## src/rtl/instruction_fetch_unit_if.sv

```systemverilog
// Fetch-to-decode handshake: head instruction, its address, valid/ready.
interface instruction_fetch_unit_if;
   logic [31:0] InstrOut;
   logic [63:0] PCOut;
   logic        Valid;
   logic        Ready;

   modport master (output InstrOut, output PCOut, output Valid, input Ready);
   modport slave  (input InstrOut, input PCOut, input Valid, output Ready);
endinterface

```

## src/rtl/instruction_fetch_unit.sv

```systemverilog
// Instruction fetch: PC register, 2-entry instruction queue, halts on a
// zero word until redirected.
module instruction_fetch_unit #(
   parameter logic [63:0] RESET_PC = 64'h0
) (
   input  logic        CLK,
   input  logic        RESET_N,
   output logic [63:0] Address,
   input  logic [31:0] Data,
   input  logic        Redirect,
   input  logic [63:0] RedirectPC,
   output logic        Halted,
   output logic [31:0] FetchCount,
   instruction_fetch_unit_if.master dec
);

   typedef enum logic {FETCH, HALTED} state_t;

   state_t      state, state_nxt;
   logic [63:0] fetch_pc;
   logic [63:0] pc0, pc1;
   logic [31:0] ins0, ins1;
   logic [1:0]  count;
   logic        pop, space, push;
   logic        rpc_unused;

   assign rpc_unused = ^RedirectPC[1:0];

   assign dec.Valid    = (count != 2'd0);
   assign dec.InstrOut = ins0;
   assign dec.PCOut    = pc0;
   assign Address      = fetch_pc;
   assign Halted       = (state == HALTED);

   always_comb begin
      pop       = dec.Valid && dec.Ready;
      space     = (count != 2'd2) || pop;
      push      = 1'b0;
      state_nxt = state;
      if (Redirect) begin
         state_nxt = FETCH;
      end else if (state == FETCH && space) begin
         if (Data != 32'h0) push = 1'b1;
         else               state_nxt = HALTED;
      end
   end

   always_ff @(posedge CLK or negedge RESET_N) begin
      if (!RESET_N) state <= FETCH;
      else          state <= state_nxt;
   end

   always_ff @(posedge CLK or negedge RESET_N) begin
      if (!RESET_N) begin
         fetch_pc   <= RESET_PC;
         count      <= 2'd0;
         pc0        <= 64'h0;
         pc1        <= 64'h0;
         ins0       <= 32'h0;
         ins1       <= 32'h0;
         FetchCount <= 32'h0;
      end else begin
         if (push) FetchCount <= FetchCount + 32'd1;
         if (Redirect) begin
            fetch_pc <= {RedirectPC[63:2], 2'b00};
            count    <= 2'd0;
         end else begin
            if (push) fetch_pc <= fetch_pc + 64'd4;
            // Entry 0 is the head; it keeps its value when the queue empties
            if (pop && push) begin
               if (count == 2'd2) begin
                  pc0  <= pc1;
                  ins0 <= ins1;
                  pc1  <= fetch_pc;
                  ins1 <= Data;
               end else begin
                  pc0  <= fetch_pc;
                  ins0 <= Data;
               end
            end else if (pop) begin
               if (count == 2'd2) begin
                  pc0  <= pc1;
                  ins0 <= ins1;
               end
               count <= count - 2'd1;
            end else if (push) begin
               if (count == 2'd0) begin
                  pc0  <= fetch_pc;
                  ins0 <= Data;
               end else begin
                  pc1  <= fetch_pc;
                  ins1 <= Data;
               end
               count <= count + 2'd1;
            end
         end
      end
   end

endmodule
```

## src/flat_wrapper.sv

```systemverilog
// flat-port wrapper written by rule: the top's interface ports become plain ports
module instruction_fetch_unit_flat 
#(
   parameter logic [63:0] RESET_PC = 64'h0
)
  (CLK, RESET_N, Address, Data, Redirect, RedirectPC, Halted, FetchCount, dec_InstrOut, dec_PCOut, dec_Valid, dec_Ready);
  instruction_fetch_unit_if dec_i ();
  input  logic CLK;
  input  logic RESET_N;
  output logic [63:0] Address;
  input  logic [31:0] Data;
  input  logic Redirect;
  input  logic [63:0] RedirectPC;
  output logic Halted;
  output logic [31:0] FetchCount;
  output wire logic [$bits(dec_i.InstrOut)-1:0] dec_InstrOut;
  output wire logic [$bits(dec_i.PCOut)-1:0] dec_PCOut;
  output wire logic [$bits(dec_i.Valid)-1:0] dec_Valid;
  input wire logic [$bits(dec_i.Ready)-1:0] dec_Ready;
  assign dec_InstrOut = dec_i.InstrOut;
  assign dec_PCOut = dec_i.PCOut;
  assign dec_Valid = dec_i.Valid;
  assign dec_i.Ready = dec_Ready;
  instruction_fetch_unit #(.RESET_PC(RESET_PC)) u_core (.CLK(CLK), .RESET_N(RESET_N), .Address(Address), .Data(Data), .Redirect(Redirect), .RedirectPC(RedirectPC), .Halted(Halted), .FetchCount(FetchCount), .dec(dec_i));
endmodule
```

## config.mk

```make
export PLATFORM = sky130hd
export DESIGN_NAME = instruction_fetch_unit_flat
export DESIGN_NICKNAME = d
export VERILOG_FILES = /design/src/rtl/instruction_fetch_unit_if.sv /design/src/rtl/instruction_fetch_unit.sv /design/src/flat_wrapper.sv
export SDC_FILE = /design/constraint.sdc
export NUM_CORES = 1
export LEC_CHECK = 0
export CELL_PAD_IN_SITES_DETAIL_PLACEMENT = 0
export CELL_PAD_IN_SITES_GLOBAL_PLACEMENT = 1
export CORE_MARGIN = 2
export CORE_UTILIZATION = 40
export DETAILED_ROUTE_END_ITERATION = 16
export PLACE_DENSITY = 0.9
export SLEW_MARGIN = 20
export SYNTH_ARGS = -nofsm -noshare
export SYNTH_HDL_FRONTEND = slang
export SYNTH_SLANG_ARGS = --single-unit
```

## constraint.sdc

```tcl
create_clock -name CLK -period 3 [get_ports CLK]
set_input_delay 0.3 -clock CLK [delete_from_list [all_inputs] [get_ports CLK]]
set_output_delay 0.3 -clock CLK [all_outputs]
set_load 0.02 [all_outputs]
```

# == Word level (Yosys, flattened, before mapping) ==
# Index checks and enable logic that the tools add are counted.
# word_totals
register_bits,291
input_bits,100
wordCells,73
# classes
addsub,4
n_eq_ne,8
mux,34
n_bitwise,2
n_reduce_logical,17
# op_table
op,n
$mux 64,13
$mux 32,11
$add 64x3->64 const B,1
$add 32x1->32 const B,1
$reduce_bool 32->1,1
$ne 2x2->1 const B,5
$reduce_bool 3->1,3
$mux 2,4
$reduce_bool 2->1,4
$mux 1,6
$reduce_and 5->1,1
$reduce_and 2->1,2
$reduce_and 4->1,1
$logic_and 1x1->1,3
$ne 3x3->1 const B,1
$add 2x1->2 const B,1
$eq 2x2->1 const B,1
$logic_not 2->1,1
$ne 2x1->1 const B,1
$not 1->1,2
$sub 2x1->2 const B,1
$logic_or 1x1->1,1

# == Longest topological paths before layout ==
# Gate-level depths: netlist (run 1).
# depth
ltp_word,10
ltp_mapped,9
depth_no_buf,7

# == Least setup slack after synthesis (run 1) ==
# Ideal clock, no wire load.
# synth_timing
kind,flip-flop to flip-flop
start,register u_core.fetch_pc[29] (netlist: u_core.Address[29])
end,register u_core.fetch_pc[63] (netlist: u_core.Address[63])
arrival_ns,2.166
required_ns,2.931
setup_slack_ns,0.765
stages_incl_launch_ff,8
n_path_buf,1
synth_period_minus_slack_ns,2.235
path_cell_list,dfrtp_1 buf_2 nand4_2 nor3_4 nand4_4 or3_1 or4_1 nand3_1
# synth_between
elab_chain_cells,3
# synth_lines
element,line,text
"start, declared",instruction_fetch_unit.sv:20,logic [63:0] fetch_pc;
"start signal, assigned",instruction_fetch_unit.sv:65,"fetch_pc <= {RedirectPC[63:2], 2'b00};"
"start signal, assigned",instruction_fetch_unit.sv:68,if (push) fetch_pc <= fetch_pc + 64'd4;
$add 64x3->64,instruction_fetch_unit.sv:68,
$mux 64,instruction_fetch_unit.sv:68,
$mux 64,instruction_fetch_unit.sv:64,if (Redirect) begin
# Every way passes these cells. The select of a mux whose other input is x is not followed.
# A chain may end at the register's enable or synchronous reset.

# == Worst setup path in the final report (run 1) ==
# layout_timing
start,register u_core.fetch_pc[13] (netlist: u_core.Address[13])
end,register u_core.fetch_pc[63] (netlist: u_core.Address[63])
# The elaborated chain is that of the path after synthesis.

==> flow_summary.ini, run 1 <==
[synthesis]
syn-cell-area_um2 = 13200
ys_ff_latch = 285
synth_warnings = 0
ys_seq_area_share_pct = 54.1
synth_cell_types = 50
avgSynthCellArea_um2 = 10.8
synth_ff_type = dfrtp_1
syn_inst = 1219
synth_edf_count = 0
synthArstFlopShare_pct = 100

[timing]
worst_slew_pin_slew_ps = 690
tns_ps = 0
rsz0062_at_grt = no
slew_viol_final = 0
timing.fmax_mhz = 394
maxSlewHeadroom_pct = 54.0
post-route-min-period_ps = 2540
finalCritPeriodShare_pct = 84.6
setup_viol = 0
finalHoldViolations = 0
clock_skew_ps = 6.38

[status]
outcome = completed

[worst_setup_path]
critical_path_peak_fanout = 7
required_ps = 3490
setup.worst_path.start_class = register
crit_path_end_kind = register
r2r-start = u_core.Address[13]$_DFFE_PN0P_
arrival_ps = 3030
path_class = register to register
cp-startpoint = u_core.Address[13]$_DFFE_PN0P_

[flow_run]
cap_viol_max_count = 0

[clock_tree]
clk_pin_slew_ps = 60
numCtsBuffers = 31
clock_path_buffers = 3
cts_resized = 0
cts_tree = built
postCtsSetupBuffers = 0
cts_root_buffer = clkbuf_16
cts_sinks = 285
postCtsHoldBufs = 1
clk_latency_ps = 560
htree_levels = 1

[floorplan]
core_um2 = 32500
die_h_um = 186
floorplan.initialDensity_pct = 40.5
die_x_um = 186
num_rows = 66
dieArea_um2 = 34400
io_pins = 294

[detailed_routing]
viasPerCell = 5.15
via_count = 10100
first_iter_violations = 430
drc = 0
drtPass1Iterations = 5
detail_route.wl_per_cell_um = 17.4
drt.antenna.violating_nets = 0
totalWireLength_um = 34200

[grt]
grt.busiest_layer = met2
grtUsageTotal_pct = 19.6
grt_pass1_vias = 10100
gr-usage-met1_pct = 26.0
grt_pass1_wl_um = 54100
use_met3_pct = 4.99
gr-total-overflow = 0
met2_usage_pct = 32.2
grt_max_degree = 131
antenna_found_initial = 1

[power]
power.total_mw = 11.8
p_per_area_nw_per_um2 = 664
p_leak_nw = 7.64
vdd_drop_max_v = 0.000448

[hold_path]
hold_start = Redirect
hold_path.class = input pin to register

[finish]
area_growth_pct = 34.3
mostFrequentLayoutCells = clkdlybuf4s50_1, dfrtp_1, nor2_1
drive_gt1_share_pct = 12.9
fin_nets = 1598
n_fill_cell = 2850

[placed_design]
port_buffers = 287
dp_hpwl_um = 23400
gp_congestion = 0.770
[synthesized netlist by cell type, drive strengths merged (2+ instances only)]
library cell | instances | area share [%]
a21oi | 97 | 3.7
and3 | 14 | 0.66
and4 | 5 | 0.34
buf | 37 | 1.6
clkbuf | 40 | 1.1
dfrtp | 285 | 54
ha | 2 | 0.19
inv | 15 | 0.43
mux2 | 93 | 7.9
mux2i | 96 | 7.3
nand2 | 97 | 2.8
nand2b | 3 | 0.14
nand3 | 38 | 1.4
nand4 | 29 | 1.8
nor2 | 122 | 3.5
nor2b | 3 | 0.14
nor3 | 34 | 1.5
nor3b | 2 | 0.15
nor4 | 32 | 1.6
o21ai | 64 | 2.4
o31a | 2 | 0.13
or2 | 2 | 0.095
or3 | 4 | 0.23
or4 | 2 | 0.11
xnor2 | 63 | 4.2
xor2 | 27 | 1.8
[power breakdown]
group          switching (mW)  internal (mW)
sequential              0.543           4.59
clock                    1.56           2.29
combinational            1.34           1.43
total                    3.44           8.32
[layer usage]
metal	routed length, µm	vias up
li1	-	4806
met1	15000	5006
met2	16100	245
met3	2340	51
met4	732	0
met5	0	-
[critical path, stage by stage, from the launching register on]
cell and delay (ps):
dfrtp_1 470, nand4_1 280, nor3_2 560, nand4_4 200, or3_1 390, or4_1 480, nand3_1 90
[worst paths after layout]
kind	slack, ps	end	cells past startpoint
min	180	u_core.Halted$_DFFE_PN0P_	2
min in group asynchronous	340	u_core.ins1[13]$_DFFE_PN0P_	2
max reg2reg	460	u_core.Address[63]$_DFFE_PN0P_	6
min reg2reg	470	u_core.FetchCount[31]$_DFFE_PN0P_	1
max in group asynchronous	1800	u_core.Address[27]$_DFFE_PN0P_	3
max	460	u_core.Address[63]$_DFFE_PN0P_	6
[kinds of logic (layout without fill, tap and decap cells)]
group                    Yosys count  after routing  share of synthesized area (%)
AO/OA/AOI/OAI                    170            170                           6.75
XOR/XNOR                          90             90                           5.98
adder cells (fa/ha/maj)            2              2                          0.190
buffers and inverters             93            391                           3.28
flip-flops                       285            285                           54.1
multiplexers                     189            189                           15.2
other                              1              5                         0.0284
AND/OR/NAND/NOR                  389            389                           14.5
[registers in the layout, summed over array words and instances, names as in the netlist]
signal	count
u_core.dec.InstrOut	32
u_core.Halted	1
u_core.Address	62
u_core.pc1	62
u_core.ins1	32
u_core.dec.PCOut	62
u_core.FetchCount	32
u_core.count	2
[metrics by stage]
| step | worst slack (ps) | cell area (µm²) | instances | hold slack, ps | util [%] |
|---|---|---|---|---|---|
| after CTS | 428 | 17700 | 1962 | 153 | 54.4 |
| after global placement | 136 | 16700 | 1904 | 363 | 51.2 |
| final | 463 | 17700 | 1963 | 181 | 54.4 |
| after global routing | 304 | 17700 | 1962 | 170 | 54.4 |
| after floorplan | 765 | 13200 | 1222 | 4.41 | - |
| after detailed placement | 63.5 | 16700 | 1904 | 367 | 51.2 |
[area by class of cell]
cell class / count / area, µm² / area share, %
Antenna cell: 1 / 2.50 / 0.0141
Tap cell: 442 / 553 / 3.12
Inverter: 16 / 73.8 / 0.417
Timing Repair Buffer: 318 / 3240 / 18.3
Clock buffer: 45 / 918 / 5.18
Sequential cell: 285 / 7130 / 40.3
Multi-Input combinational cell: 844 / 5680 / 32.0
Clock inverter: 12 / 123 / 0.692
(Power assumes the default switching activity.)
==> run 2: changes to the inputs <==
CORE_UTILIZATION = 36   (was 40)
PLACE_DENSITY = 0.86   (was 0.9)
clock period = 2.1 ns   (was 3 ns; I/O delays follow)
==> run 2 against run 1 <==
  * Core utilization shrank 0.49 points
  * Critical path depth is the same
  * Maximum frequency grew 21%
  * First-iteration DRC count grew 4.2%
  * Die area grew 11%
  * Sequential share of layout area shrank 3.7 points
  * Clock power grew 57%
  * Clock skew grew 18 ps
  * Global-route usage is essentially flat
  * Count of clock-buffer cells in the layout grew 2
  * Critical path type unchanged
==> flow_summary.ini, run 2 (synthesis gave the netlist of run 1 again) <==
[status]
outcome = completed

[power]
p_switching_mw = 5.23
p_per_area_nw_per_um2 = 910
p_seq_share_pct = 40.5
combPwrFrac_pct = 25.6
vdd_drop_max_v = 0.000590
p_sw_share_pct = 29.3
p_clk_share_pct = 33.8
cell_internal_pwr_mw = 12.6
p_leak_nw = 8.74

[finish]
area_growth_pct = 48.7
fin_nets = 1751
final_common_cell = clkdlybuf4s50_1
mostFrequentLayoutCells = clkdlybuf4s50_1, dfrtp_1, buf_4
design_area_um2 = 19600
stdcell_count = 2143
utilization_pct = 54.0
drive_gt1_share_pct = 24.9

[grt]
met2_usage_pct = 31.8
grtUsageTotal_pct = 19.7
grt_max_degree = 99
grt_pass1_vias = 10900
gr-total-overflow = 0
use_met3_pct = 4.61
antenna_found_initial = 2
grt.busiest_layer = met2
gr-usage-met1_pct = 26.4
grt_pass1_wl_um = 60000

[worst_setup_path]
path_cells = nand4_1, buf_4, or3_4, or3_4, o31a_1, o31a_1
setup.worst_path.start_class = register
slowest_delay_ps = 390
crit_path_end_kind = register
arrival_ps = 2500
slowest_stage = or3_4
critical_path_peak_fanout = 3
reg2reg_slack_ps = 1
cp_top_family = simple AND/OR/NAND/NOR gates
required_ps = 2500
path_class = register to register
worst-path-buf-inv = 1

[floorplan]
num_rows = 70
die_x_um = 195
floorplan.initialDensity_pct = 36.3
dieArea_um2 = 38200
io_pins = 294
core_um2 = 36300
die_h_um = 195

[flow_run]
cap_viol_max_count = 0

[clock_tree]
clk_pin_slew_ps = 60
cts_sinks = 285
clock_path_buffers = 3
cts_tree = built
htree_levels = 2
numCtsBuffers = 34
clk_latency_ps = 520
cts_root_buffer = clkbuf_16

[placed_design]
dp_cells = 2067
port_buffers = 287
gp_congestion = 0.803
place_ws_ps = -768
place_area_um2 = 17900
dp_hpwl_um = 26700

[timing]
clock_skew_ps = 24.0
rsz0062_at_grt = yes
layout_setup_ws_ps = 1.23
setup_viol = 0
post-route-min-period_ps = 2100
tns_ps = 0
finalCritPeriodShare_pct = 99.9
finalHoldViolations = 0
timing.fmax_mhz = 476
slew_viol_final = 0

[detailed_routing]
via_count = 10800
first_iter_violations = 448
drc = 0
viasPerCell = 5.05
drtPass1Iterations = 5
totalWireLength_um = 39400
detail_route.wl_per_cell_um = 18.4
drt.antenna.violating_nets = 0

[hold_path]
hold_path.class = input pin to register
==> run 2: power by group through the flow <==
stage	Sequential (mW)	Clock, mW	Combinational, mW
floorplan	7.93	0	1.58
finish	7.23	6.04	4.57
global placement	7.25	0	4.40
CTS	7.22	6.17	4.54
detailed placement	7.30	0	4.50
global route	7.36	6.38	4.92
==> run 2: path summary, 6_finish.rpt <==
check / startpoint / end / depth (start not counted)
setup / recovery: u_core.Address[16]$_DFFE_PN0P_ / u_core.Address[53]$_DFFE_PN0P_ / 6
hold / removal: Data[5] / u_core.ins1[5]$_DFFE_PN0P_ / 3
setup reg to reg: u_core.Address[16]$_DFFE_PN0P_ / u_core.Address[53]$_DFFE_PN0P_ / 6
hold reg to reg: u_core.FetchCount[31]$_DFFE_PN0P_ / u_core.FetchCount[31]$_DFFE_PN0P_ / 1
max in group asynchronous: RESET_N / u_core.Address[23]$_DFFE_PN0P_ / 3
min in group asynchronous: RESET_N / u_core.dec.InstrOut[13]$_DFFE_PN0P_ / 2
==> run 2: repair_timing <==
action,CTS,global route
gates cloned,0,4
setup endpoints to repair,273,249
gates resized for setup,23,60
hold endpoints to repair,81,0
hold buffers,1,0
buffers inserted,2,7
pin swaps,10,25
==> run 2: cell type report <==
type	count	area (µm²)
well taps	468	586
inverters	16	73.8
repair buffers	468	4610
diodes	1	2.50
flip-flops and latches	285	7160
multi-input cells	844	6030
fillers	3098	16700
clock inverters	14	155
clock buffers	47	991
==> run 2: metal layers <==
metal	share of wire [%]	wire (µm)
met3	5.8	2270
met2	47	18600
met5	0.030	12
met4	2.3	889
met1	45	17600
==> run 2: metrics by stage <==
stage               hold slack (ps)  total power, mW
floorplan                     -85.6             9.51
global placement                162             11.7
detailed placement              163             11.8
CTS                             122             17.9
global route                   93.3             18.7
finish                         96.1             17.8
==> run 2: worst min-delay path, stage by stage <==
cell	delay, ps
dlymetal6s2s_1	120
buf_4	120
mux2_2	130
